## src/rtl/mux_arbiter.sv

```systemverilog
// rtl/mux_arbiter.sv - round-robin arbiter and sequencer for the shared 2:1 mux path
module mux_arbiter #(
  parameter int WIDTH     = 4,
  parameter int MAX_BURST = 4
) (
  input  logic             clk,
  input  logic             rst,
  input  logic             req_a,
  input  logic [WIDTH-1:0] a,
  input  logic             req_b,
  input  logic [WIDTH-1:0] b,
  output logic             gnt_a,
  output logic             gnt_b,
  output logic             sel,
  output logic [WIDTH-1:0] o,
  output logic             o_valid
);

  typedef enum logic [1:0] {
    IDLE  = 2'd0,
    GNT_A = 2'd1,
    GNT_B = 2'd2
  } state_t;

  localparam logic [3:0] CNT_LAST = 4'(MAX_BURST - 1);

  state_t     state, state_nxt;
  logic [3:0] cnt, cnt_nxt;
  logic       last, last_nxt;
  logic       beat;

  assign gnt_a = (state == GNT_A);
  assign gnt_b = (state == GNT_B);

  always_ff @(posedge clk) begin
    if (rst) begin
      state   <= IDLE;
      cnt     <= 4'd0;
      last    <= 1'b1;
      sel     <= 1'b0;
      o       <= '0;
      o_valid <= 1'b0;
    end else begin
      state   <= state_nxt;
      cnt     <= cnt_nxt;
      last    <= last_nxt;
      o_valid <= beat;
      if (beat) o <= (state == GNT_B) ? b : a;
      // sel follows the owner and keeps its value while idle
      if (state_nxt == GNT_A) sel <= 1'b0;
      else if (state_nxt == GNT_B) sel <= 1'b1;
    end
  end

  always_comb begin
    state_nxt = state;
    cnt_nxt   = cnt;
    last_nxt  = last;
    beat      = 1'b0;
    case (state)
      IDLE: begin
        if (req_a && (!req_b || last)) begin
          state_nxt = GNT_A;
          cnt_nxt   = 4'd0;
          last_nxt  = 1'b0;
        end else if (req_b) begin
          state_nxt = GNT_B;
          cnt_nxt   = 4'd0;
          last_nxt  = 1'b1;
        end
      end
      GNT_A: begin
        if (req_a) begin
          beat = 1'b1;
          if (cnt == CNT_LAST) begin
            cnt_nxt = 4'd0;
            if (req_b) begin
              state_nxt = GNT_B;
              last_nxt  = 1'b1;
            end
          end else begin
            cnt_nxt = cnt + 4'd1;
          end
        end else begin
          cnt_nxt = 4'd0;
          if (req_b) begin
            state_nxt = GNT_B;
            last_nxt  = 1'b1;
          end else begin
            state_nxt = IDLE;
          end
        end
      end
      GNT_B: begin
        if (req_b) begin
          beat = 1'b1;
          if (cnt == CNT_LAST) begin
            cnt_nxt = 4'd0;
            if (req_a) begin
              state_nxt = GNT_A;
              last_nxt  = 1'b0;
            end
          end else begin
            cnt_nxt = cnt + 4'd1;
          end
        end else begin
          cnt_nxt = 4'd0;
          if (req_a) begin
            state_nxt = GNT_A;
            last_nxt  = 1'b0;
          end else begin
            state_nxt = IDLE;
          end
        end
      end
      default: begin
        state_nxt = IDLE;
        cnt_nxt   = 4'd0;
      end
    endcase
  end

endmodule

```

## config.mk

```make
export PLATFORM = sky130hd
export DESIGN_NAME = mux_arbiter
export DESIGN_NICKNAME = d
export VERILOG_FILES = /design/src/rtl/mux_arbiter.sv
export SDC_FILE = /design/constraint.sdc
export NUM_CORES = 1
export LEC_CHECK = 0
export ABC_AREA = 0
export BUFFER_PORTS_ARGS = -buffer_cell sky130_fd_sc_hd__buf_2
export CAP_MARGIN = 10
export CORE_MARGIN = 4
export CORE_UTILIZATION = 40
export DETAILED_ROUTE_END_ITERATION = 12
export MAX_ROUTING_LAYER = met4
export PLACE_DENSITY = 0.73
export SETUP_SLACK_MARGIN = 0.4
export SLEW_MARGIN = 20
export SYNTH_ARGS = -nofsm -noshare
export SYNTH_HDL_FRONTEND = slang
export SYNTH_SLANG_ARGS = --single-unit
```

## constraint.sdc

```tcl
create_clock -name clk -period 5.19 [get_ports clk]
set_input_delay 0.7785 -clock clk [delete_from_list [all_inputs] [get_ports clk]]
set_output_delay 0.7785 -clock clk [all_outputs]
set_load 0.1 [all_outputs]
```

==> flow_summary.json <==
{
  "clock_skew_ps": 1.46,
  "seq_power_share_pct": 34.7,
  "clk_path_buf_depth": 2,
  "clk_latency_ps": 270,
  "cp.arrival_ps": 1690,
  "rows": 15,
  "finalMaxSlewViolations": 0,
  "first_pass_iters": 2,
  "critPathRequiredTime_ps": 4410,
  "worstSetupEndpointType": "primary output",
  "drt_wl_total_mm": 1.64,
  "grt_overflow": 0,
  "relSlewSlack_pct": 67.8,
  "diodes": 0,
  "placedInstanceArea_um2": 865,
  "switchingPower_w": 0.000161,
  "swShare_pct": 45.7,
  "io_pins": 20,
  "power_frac_comb_pct": 47.7,
  "chipWidth_um": 51.6,
  "drt-initial-drc-count": 6,
  "post-route-period-util_pct": 47.5,
  "layout_min_cycle_time_ps": 2460,
  "cts_resized": 0,
  "syn_nets": 105,
  "wire_per_inst_um": 12.5,
  "internal_power_w": 0.000191,
  "achievable-frequency_mhz": 406,
  "grt_max_degree": 14,
  "grt_usage_pct": 14.7,
  "finalSetupTns_ps": 0,
  "yosysUniqueCellTypes": 35,
  "hold_path_class": "reg2reg",
  "r2r.worst_path.cells": 6,
  "status": "completed",
  "synth_edf_count": 0,
  "core_area_mm2": 0.00176,
  "post-dp-hpwl_mm": 1.24,
  "async_reset_ff_share_pct": 0,
  "tightest_slew_ps": 486,
  "design_area_um2": 891,
  "antenna_found_initial": 0,
  "fin_ws_ps": 2730,
  "dieArea_mm2": 0.00267,
  "dpl_worst_slack_ps": 3010,
  "crit_path_cell_trace": "inv_1 > ha_1 > buf_2",
  "maxCapViolations": 0,
  "max_stage_delay_ps": 510,
  "crit_path_top_delay_cell": "buf_2",
  "viasPerCell": 5.37,
  "holdWs_ps": 505,
  "power_frac_clock_pct": 17.6,
  "die_h_um": 51.6,
  "power.total_w": 0.000352,
  "final_antenna_net_count": 0,
  "syn-cell-area_um2": 762,
  "numPortBuffers": 19,
  "initial_utilization_pct": 43.2,
  "clock_sinks": 13,
  "power_density_mw_per_mm2": 395,
  "cts_buffers": 3,
  "drc": 0,
  "root_buffer": "clkbuf_4",
  "clkTransAtPathRegs_ps": 80,
  "seq_area_frac_synth_pct": 34.2,
  "gp_congestion": 0.957,
  "grt_pass1_vias": 671,
  "crit_fanout": 9,
  "syn_inst": 88,
  "avgSynthCellArea_um2": 8.66,
  "post_cts_buffers": 0,
  "hold_buffers": 0,
  "leakage_nw": 0.382,
  "hold_path_depth": 2,
  "grt_pass1_wl_mm": 2.90,
  "ys_ff_latch": 13,
  "final_hold_viol_count": 0,
  "nNetsFinal": 124,
  "startpoint_type": "flip-flop",
  "path_class": "reg2out",
  "drive_gt1_share_pct": 23.6,
  "irDropWorstVdd_mv": 0.203,
  "vias": 703,
  "syn2layout_area_growth_pct": 16.9,
  "synth_ff_type": "dfxtp_1",
  "rsz0062_at_grt": "no",
  "cts_tree": "done",
  "yosysWarningCount": 0,
  "h-tree-depth": 1,
  "finalSetupViolCount": 0
}
==> path summary, 6_finish.rpt <==
path	start	end	slack [ps]
setup / recovery	state[0]	gnt_b	2730
hold / removal	o[1]	o[1]	500
setup reg to reg	state[0]	cnt[3]	3250
hold reg to reg	o[1]	o[1]	500
==> power by group through the flow <==
| stage | logic [W] | registers, W | clock network [W] |
|---|---|---|---|
| 2_1_floorplan | 0.0000990 | 0.000166 | 0 |
| 3_3_place_gp | 0.000164 | 0.000124 | 0 |
| 3_5_place_dp | 0.000168 | 0.000124 | 0 |
| 4_1_cts | 0.000168 | 0.000122 | 0.0000640 |
| 5_1_grt | 0.000182 | 0.000124 | 0.0000696 |
| 6_report | 0.000168 | 0.000122 | 0.0000618 |
==> worst max-delay path, delay by kind of cell, from the launching register on <==
| family | cells | cell delay (ps) |
|---|---|---|
| fa+ha+maj | 1 | 430 |
| buf+inv | 2 | 640 |
| flops | 1 | 350 |
==> cells in the mapped netlist, types with 2 or more instances <==
master / n / area, um2
nor3b_1: 2 / 15.0
a21oi_1: 2 / 10.0
ha_1: 5 / 62.6
a31oi_1: 2 / 12.5
mux2i_1: 4 / 40.0
nor2_1: 15 / 56.3
and2_1: 2 / 12.5
a22o_1: 2 / 17.5
nand2_1: 5 / 18.8
inv_1: 3 / 11.3
buf_2: 4 / 20.0
o21ai_0: 3 / 15.0
dfxtp_1: 13 / 260
a211oi_1: 5 / 37.5
==> per-stage QoR <==
| stage | std cells | utilization, % |
|---|---|---|
| 2_1_floorplan | 88 | - |
| 5_1_grt | 131 | 50.5 |
| 3_3_place_gp | 127 | 49.0 |
| 4_1_cts | 131 | 50.5 |
| 6_report | 131 | 50.5 |
| 3_5_place_dp | 127 | 49.0 |
==> cell families (layout without fill, tap and decap cells) <==
group,count (synthesis),count (layout),share of synthesized area (%)
AND/OR/NAND/NOR,33,33,23.6
flip-flops,13,13,34.2
AO/OA/AOI/OAI,24,24,23.6
adder cells (fa/ha/maj),5,5,8.21
multiplexers,4,4,5.25
buffers and inverters,9,27,5.09
==> layout make-up <==
| type | instances | area (um2) |
|---|---|---|
| Multi-Input combinational cell | 66 | 463 |
| Sequential cell | 13 | 260 |
| Inverter | 4 | 15.0 |
| Clock buffer | 4 | 26.3 |
| Timing Repair Buffer | 19 | 95.1 |
| Tap cell | 25 | 31.3 |
| Fill cell | 201 | 873 |
==> flip-flops by register name (all words and copies together), names as in the netlist <==
name	cells
o_valid	1
o	4
state	2
cnt	4
last	1
sel	1
==> layout by cell type, fill, tap and decap left out, types with 3 or more instances in the layout <==
cell and n:
buf_2 19, nor2_1 15, dfxtp_1 13, nand2_1 5
a211oi_1 5, ha_1 5, mux2i_1 4, inv_1 3
o21ai_0 3, clkbuf_4 3
==> metal layers <==
metal | wire (um) | global-route usage, % | vias to the layer above
li1 | - | - | 358
met1 | 774 | 18.9 | 325
met2 | 750 | 21.4 | 18
met3 | 98 | 3.44 | 2
met4 | 15 | 7.42 | 0
met5 | 0 | - | -
No activity file was read; power rests on OpenSTA's default activity.
